File: src/rtl/mem_controller.sv
// Memory-controller stage: loads DMA beats into a local memory at a base address from core_control,
// then serves range-checked registered reads to the processing unit and reports status.
module mem_controller #(
  parameter int unsigned DATA_W = 32,
  parameter int unsigned ADDR_W = 6,
  parameter int unsigned DEPTH  = 64
) (
  input  logic              mc_clk,
  input  logic              mc_reset,
  input  logic [ADDR_W-1:0] mc_data_address,
  input  logic              mc_we,
  input  logic              ctrl_last_data,
  input  logic [DATA_W-1:0] dma_data_in,
  input  logic              dma_valid,
  output logic              dma_ready,
  input  logic              mc_rd_req,
  input  logic [ADDR_W-1:0] mc_rd_addr,
  output logic [DATA_W-1:0] mc_rd_data,
  output logic              mc_rd_valid,
  input  logic              procc_done,
  input  logic              mc_err_clr,
  output logic              mc_cont_procc,
  output logic              mc_data_done,
  output logic              mc_err,
  output logic [ADDR_W:0]   mc_word_count
);

  typedef enum logic [2:0] {StIdle, StLoad, StProcc, StDone, StErr} state_e;

  localparam logic [ADDR_W-1:0] LastAddr = ADDR_W'(DEPTH - 1);

  state_e            r_state, w_state_next;
  logic [ADDR_W-1:0] r_base, w_base_next;
  logic [ADDR_W-1:0] r_wptr, w_wptr_next;
  logic [ADDR_W:0]   r_count, w_count_next;
  logic [DATA_W-1:0] r_mem [DEPTH];
  logic [DATA_W-1:0] r_rd_data;
  logic              r_rd_valid;
  logic              w_beat;
  logic              w_rd_in_range;
  logic              w_rd_hit;

  // Ready is decoded from LOAD, so valid alone qualifies a beat there.
  assign w_beat = (r_state == StLoad) && dma_valid;

  // Widened by one bit so base+count cannot wrap at the top of memory.
  assign w_rd_in_range = ({1'b0, mc_rd_addr} >= {1'b0, r_base}) &&
                         ({1'b0, mc_rd_addr} < ({1'b0, r_base} + r_count));
  assign w_rd_hit      = (r_state == StProcc) && mc_rd_req && w_rd_in_range;

  always_comb begin
    w_state_next = r_state;
    w_base_next  = r_base;
    w_wptr_next  = r_wptr;
    w_count_next = r_count;
    unique case (r_state)
      StIdle, StDone: begin
        if (mc_we) begin
          w_state_next = StLoad;
          w_base_next  = mc_data_address;
          w_wptr_next  = mc_data_address;
          w_count_next = '0;
        end
      end
      StLoad: begin
        if (w_beat) begin
          w_wptr_next  = r_wptr + ADDR_W'(1);
          w_count_next = r_count + (ADDR_W + 1)'(1);
          if (ctrl_last_data) begin
            w_state_next = StProcc;
          end else if (r_wptr == LastAddr) begin
            w_state_next = StErr;
          end
        end
      end
      StProcc: begin
        // An out-of-range read wins over a simultaneous procc_done.
        if (mc_rd_req && !w_rd_in_range) begin
          w_state_next = StErr;
        end else if (procc_done) begin
          w_state_next = StDone;
        end
      end
      StErr: begin
        if (mc_err_clr) begin
          w_state_next = StIdle;
        end
      end
      default: w_state_next = StIdle;
    endcase
  end

  always_ff @(posedge mc_clk) begin
    if (mc_reset) begin
      r_state    <= StIdle;
      r_base     <= '0;
      r_wptr     <= '0;
      r_count    <= '0;
      r_rd_data  <= '0;
      r_rd_valid <= 1'b0;
    end else begin
      r_state    <= w_state_next;
      r_base     <= w_base_next;
      r_wptr     <= w_wptr_next;
      r_count    <= w_count_next;
      r_rd_valid <= w_rd_hit;
      if (w_rd_hit) begin
        r_rd_data <= r_mem[mc_rd_addr];
      end
    end
  end

  // Memory is never reset; a beat coinciding with reset is dropped.
  always_ff @(posedge mc_clk) begin
    if (w_beat && !mc_reset) begin
      r_mem[r_wptr] <= dma_data_in;
    end
  end

  assign dma_ready     = (r_state == StLoad);
  assign mc_cont_procc = (r_state == StProcc);
  assign mc_data_done  = (r_state == StDone);
  assign mc_err        = (r_state == StErr);
  assign mc_rd_data    = r_rd_data;
  assign mc_rd_valid   = r_rd_valid;
  assign mc_word_count = r_count;

endmodule

File: config.mk
export PLATFORM = sky130hd
export DESIGN_NAME = mem_controller
export DESIGN_NICKNAME = d
export VERILOG_FILES = /design/src/rtl/mem_controller.sv
export SDC_FILE = /design/constraint.sdc
export NUM_CORES = 2
export LEC_CHECK = 0
export ABC_AREA = 1
export CAP_MARGIN = 20
export CORE_MARGIN = 2
export CORE_UTILIZATION = 40
export CTS_CLUSTER_DIAMETER = 150
export DETAILED_ROUTE_END_ITERATION = 7
export PLACE_DENSITY_LB_ADDON = 0.08
export SKIP_CTS_REPAIR_TIMING = 1
export SYNTH_ARGS = -nofsm -noshare
export SYNTH_HDL_FRONTEND = slang
export SYNTH_SLANG_ARGS = --single-unit
File: constraint.sdc
create_clock -name mc_clk -period 16 [get_ports mc_clk]
set_clock_uncertainty 0.1 [all_clocks]
set_input_delay 3.2 -clock mc_clk [delete_from_list [all_inputs] [get_ports mc_clk]]
set_output_delay 3.2 -clock mc_clk [all_outputs]
set_load 0.1 [all_outputs]
==> Word level (Yosys, flattened, before mapping) <==
Memory sizes are Yosys's and may differ from the RTL's. A register that Yosys moved wholly into a read port is not among the register bits.
Index checks and enable logic that the tools add are counted.
{ "word_totals": {"in_bits": 52, "wordCells": 51, "memories": 1, "mem_bits_rw": 2048, "output_inout_bits": 44, "register_bits": 23} }
{ "mem_list": {"columns": ["memory", "depth", "width", "read_ports", "rd_ports_with_merged_regs", "wr", "line", "source"], "rows": [
  ["r_mem", 64, 32, 1, 1, 1, "36", "logic [DATA_W-1:0] r_mem [DEPTH];"]
]} }
{ "classes": {"n_reduce_logical": 14, "n_eq_ne": 10, "n_addsub": 3, "n_lt_le_gt_ge": 2, "mux": 16} }
{ "ops": {"columns": ["op", "n"], "rows": [
  ["3-bit 2-to-1 mux", 7],
  ["7-bit 2-to-1 mux", 2],
  ["7-bit one-hot mux with 2 select lines", 1],
  ["6-bit 2-to-1 mux", 2],
  ["3-bit one-hot mux with 4 select lines", 1],
  ["6-bit one-hot mux with 2 select lines", 1],
  ["6-bit by 7-bit adder with 7-bit output", 1],
  ["7-bit by 1-bit adder with 7-bit output (second input constant)", 1],
  ["6-bit by 7-bit < comparator with 1-bit output", 1],
  ["6-bit by 1-bit adder with 6-bit output (second input constant)", 1],
  ["3-bit by 2-bit == test with 1-bit output (second input constant)", 2],
  ["6-bit == test (second input constant)", 1],
  ["6-bit >= comparator", 1],
  ["1-bit logical AND", 6],
  ["3-bit by 2-bit inequality test with 1-bit output (second input constant)", 2],
  ["5-bit AND reduction", 1],
  ["2-bit inequality test (second input constant)", 2],
  ["3-bit by 1-bit == test with 1-bit output (second input constant)", 1],
  ["3-bit == test (second input constant)", 1],
  ["3-bit logical NOT", 1],
  ["3-bit AND reduction", 1],
  ["1-bit logical NOT", 2],
  ["1-bit 2-to-1 mux", 2],
  ["2-bit by 1-bit inequality test with 1-bit output (second input constant)", 1],
  ["other kinds (3)", 3]
]} }

==> Longest topological paths before layout <==
{ "depth": {"ltp_word": 7, "depth_mapped": 19, "depth_no_buf": 19} }

==> Worst setup path before layout <==
Ideal clock, no wire load.
{ "synth_path": {"path_type": "input to register", "from": "input mc_reset", "to": "memory r_mem[13][0] (enable)", "t_arrival_ps": 7035, "setup_slack_ps": 8364, "path_stages": 6, "t_required_ps": 15399, "path_buffers": 1, "path_cell_list": "clkbuf_1 > clkinv_1 > nand2_1 > nor2_2 > nand2_1 > nor4_1"} }
{ "synth_via": {"elab_chain_len": 4} }
{ "synth_lines": {"columns": ["element", "line", "source"], "rows": [
  ["from (decl)", "9", "input logic mc_reset,"],
  ["1-bit logical NOT", "115", "if (w_beat && !mc_reset) begin"],
  ["1-bit logical AND", "115", null],
  ["1-bit 2-to-1 mux", "115", null],
  ["1-bit 2-to-1 mux (implied by the code)", "116", "r_mem[r_wptr] <= dma_data_in;"],
  ["to (decl)", "36", null]
]} }
Every way passes these cells.

==> Worst setup path in the final report <==
{ "layout_path": {"from": "input mc_rd_addr[0]", "to": "register r_rd_data[12] (netlist: mc_rd_data[12]), read port of r_mem"} }
{ "layout_via": {"elab_chain_len": 3, "elab_cells_between_ends": 4} }
{ "layout_lines": {"columns": ["element", "line", "source"], "rows": [
  ["from (decl)", "17", "input logic [ADDR_W-1:0] mc_rd_addr,"],
  ["6-bit by 7-bit < comparator with 1-bit output or 6-bit >= comparator (tied branches)", "48, 47", null],
  ["1-bit logical AND", "47", "assign w_rd_in_range = ({1'b0, mc_rd_addr} >= {1'b0, r_base}) &&"],
  ["1-bit logical AND", "49", "assign w_rd_hit = (r_state == StProcc) && mc_rd_req && w_rd_in_range;"],
  ["to (decl)", "37", "logic [DATA_W-1:0] r_rd_data;"]
]} }
Parallel ways exist; a longest one is shown, timed or not.
A chain may end at the register's enable or synchronous reset.

==> flow_summary.yaml <==
setup_path:
  startpoint_type: "input pin"
  critPathCaptureType: "register"
  cp-endpoint: "mc_rd_data[12]$_SDFFE_PP0P_"
  slowest_stage: "buf_4"
  cp.required_ns: 16.71
  crit_buf_inv: 6
  reg2reg_from: "mc_word_count[0]$_SDFFE_PP0P_"
  critPathMaxFanout: 184
  crit_family: "buffers and inverters"
  reg2reg_slack_ns: 11.63
  path_depth: 15
  crit_chain: "buf_8 -> inv_8 -> buf_4 -> buf_4 -> buf_12 -> o21ai_0 -> o22ai_1 -> nand2_1 -> nand2_1 -> nand2_1 -> nand3_1 -> nand3_1 -> nand3_1 -> nand2_1 -> inv_1"
  worst-setup-path-type: "input pin to register"
  r2r-end: "mc_rd_data[16]$_SDFFE_PP0P_"
  r2r_cells: 16
  cp.arrival_ns: 7.79
  worst_path_largest_cell_delay_ns: 0.78
  crit_top_cell: "nand2_1"
  setup.worst_path.start: "mc_rd_addr[0]"
cells_and_area:
  stdcell_count: 9789
  synthToLayoutAreaGrowth_pct: 12.79
  final_nets: 6863
  drive_gt1_share_pct: 8.428
min_path:
  hp-class: "register to register"
power_and_ir_drop:
  seq_power_share_pct: 51.0
  p_clk_share_pct: 41.4
  switching_share_pct: 24.47
  internal-power_mw: 9.050
  power.switching_mw: 2.932
  p_comb_share_pct: 7.6
  power.density_mw_per_mm2: 126.3
  ir_worst_vdd_uv: 121.2
  p_leak_nw: 31.55
placed_design:
  portBuffers: 95
  dp_hpwl_um: 141400
  finalWeightedCongestion: 0.8017
  placed_cells: 9374
synth:
  synth_top_area_share_pct: 73.10
  synth_area_leaders: "edfxtp_1 73%, o21ai_0 5.4%, nand2_1 4.9%, nor2_1 4.4%, o22ai_1 2.9%"
  synthesis.area_mm2: 0.08413
  async_flop_share_pct: 0
  synth-edff-count: 2048
  ys_types: 37
  synth-main-ff-cell: "edfxtp_1"
  netlist_instances: 6775
  ys_seq_area_share_pct: 74.41
  syn-num-nets: 6847
  synth_top_cell_by_area: "edfxtp_1"
  synth_commonest_cells: "2,048 x edfxtp_1, 1,107 x nand2_1, 996 x nor2_1"
  yosysWarnings: 0
  synth_seq_cells: 2103
  syn_area_per_cell_um2: 12.42
  yosysMostFrequentCell: "edfxtp_1"
floorplanning:
  initial_core_util_pct: 40.18
  core_area_mm2: 0.2094
  die_y_um: 462.6
  row_count: 168
  die_x_um: 462.6
  dieArea_mm2: 0.2140
  num_io_pins: 96
timing:
  tns_ns: 0
  period_share_pct: 44.24
  hold_viol: 0
  max_freq_mhz: 141.3
  max_slew_margin_pct: 25.71
  min_period_ns: 7.079
  tightest_slew_ns: 1.111
  drv_slew: 0
  rsz0062_at_grt: "no"
  setup_viol: 0
route:
  first_pass_iters: 5
  drt-initial-drc-count: 5932
  drcViolationCount: 0
  avgViaCountPerCell: 5.617
  via_count: 54980
  post_drt_wl_per_cell_um: 28.26
  final_antenna_net_count: 0
  wirelength_um: 276600
clock_network:
  clk_pin_slew_ns: 0.06
  cts_tree: "done"
  clock-sinks: 2103
  worstSkewPairLatency_ns: 0.88
  cts_root_buf: "clkbuf_16"
  htree_levels: 4
  clockBufferDepth: 3
  cts_made_buffers: 220
global_routing:
  grt_pass1_wl_um: 393700
  grt_pass1_vias: 52750
  grt-ovfl-total: 0
  antenna_found_initial: 8
  grt_max_degree: 185
  track_usage_pct: 25.35
outcome:
  outcome: "finished clean"
run:
  cap_violations: 0
logic make-up after synthesis:
kind of cell / after synthesis / synth area share (%)
AND/OR/NAND/NOR: 2613 / 12.46
adder cells (fa/ha/maj): 20 / 0.3064
AO/OA/AOI/OAI: 1466 / 9.573
XOR/XNOR: 5 / 0.05206
flip-flops: 2103 / 74.41
buffers and inverters: 568 / 3.196
power groups by stage:
stage	combinational (mW)	sequential [mW]	clock, mW
after global placement	0.902	6.23	0
after CTS	0.909	6.11	5.04
after detailed placement	0.907	6.23	0
final	0.906	6.12	4.96
after floorplan	0.488	6.24	0
after global routing	0.984	6.12	5.26
layout by cell type (no fill, tap or decap), types with 5 or more instances in the layout:
cell type / instances
edfxtp_1: 2048
nand2_1: 1107
nor2_1: 937
o21ai_0: 908
nand3_1: 474
o22ai_1: 395
clkbuf_16: 220
buf_4: 157
inv_1: 98
a21oi_1: 70
nor2_4: 60
clkbuf_1: 60
dfxtp_1: 55
clkdlybuf4s50_1: 49
clkinv_1: 44
clkinv_2: 42
o211ai_1: 37
buf_2: 34
o21a_1: 33
ha_1: 19
nand4_1: 11
o31ai_1: 11
clkbuf_8: 11
bufinv_16: 11
nor3_1: 10
buf_12: 10
diode_2: 7
nor4_2: 5
o21ai_1: 5
inv_6: 5
area by class of cell:
class,instances,area (um2)
Inverter,107,429.2
Clock inverter,117,1039
Clock buffer,291,5882
Antenna cell,7,17.52
Timing Repair Buffer,255,2101
Tap cell,2805,3510
Sequential cell,2103,62600
Fill cell,19230,114500
Multi-Input combinational cell,4104,19320
stage by stage:
| step | cell area (um2) | power (mW) | util [%] | hold slack (ns) | setup slack, ns |
|---|---|---|---|---|---|
| final | 94890 | 11.98 | 45.33 | 0.4040 | 8.921 |
| after detailed placement | 87960 | 7.138 | 42.01 | 0.3996 | 8.136 |
| after CTS | 94880 | 12.06 | 45.32 | 0.4088 | 9.037 |
| after global routing | 94880 | 12.36 | 45.32 | 0.4457 | 8.606 |
| after global placement | 87960 | 7.134 | 42.01 | 0.3904 | 8.149 |
| after floorplan | 84130 | 6.732 | - | 0.3484 | 8.364 |
worst min path at each step:
stage,from,endpoint,depth (start not counted)
floorplan,r_base[5]$_SDFFE_PP0P_,r_base[5]$_SDFFE_PP0P_,2
global placement,mc_word_count[6]$_SDFFE_PP0P_,mc_word_count[6]$_SDFFE_PP0P_,2
detailed placement,mc_word_count[6]$_SDFFE_PP0P_,mc_word_count[6]$_SDFFE_PP0P_,2
CTS,mc_word_count[6]$_SDFFE_PP0P_,mc_word_count[6]$_SDFFE_PP0P_,2
global route,mc_word_count[6]$_SDFFE_PP0P_,mc_word_count[6]$_SDFFE_PP0P_,2
finish,mc_word_count[6]$_SDFFE_PP0P_,mc_word_count[6]$_SDFFE_PP0P_,2
worst reg2reg max path, delay by kind of cell (launching register included):
family | cells | cell delay [ns]
flops | 1 | 0.37
fa+ha+maj | 3 | 0.95
simple gates | 8 | 1.55
buf+inv | 2 | 0.77
compound gates | 2 | 0.32
xor+xnor | 1 | 0.18
state kept, by name (all words and copies together), names as in the netlist:
signal / flops
mc_rd_data: 32
mc_rd_valid: 1
mc_word_count: 7
r_base: 6
r_mem: 2048
r_state: 3
r_wptr: 6
routing by layer:
metal | part of all wire (%) | routed length, um | global-route usage, % | vias to the layer above
met5 | 0.0047 | 13 | 0 | -
met4 | 3.0 | 8223 | 7.700 | 2
met3 | 6.1 | 16890 | 3.293 | 361
met2 | 47 | 131200 | 41.44 | 1908
met1 | 43 | 120300 | 35.35 | 28080
li1 | - | - | - | 24630
Note: power is estimated with default switching activity, not from simulation.
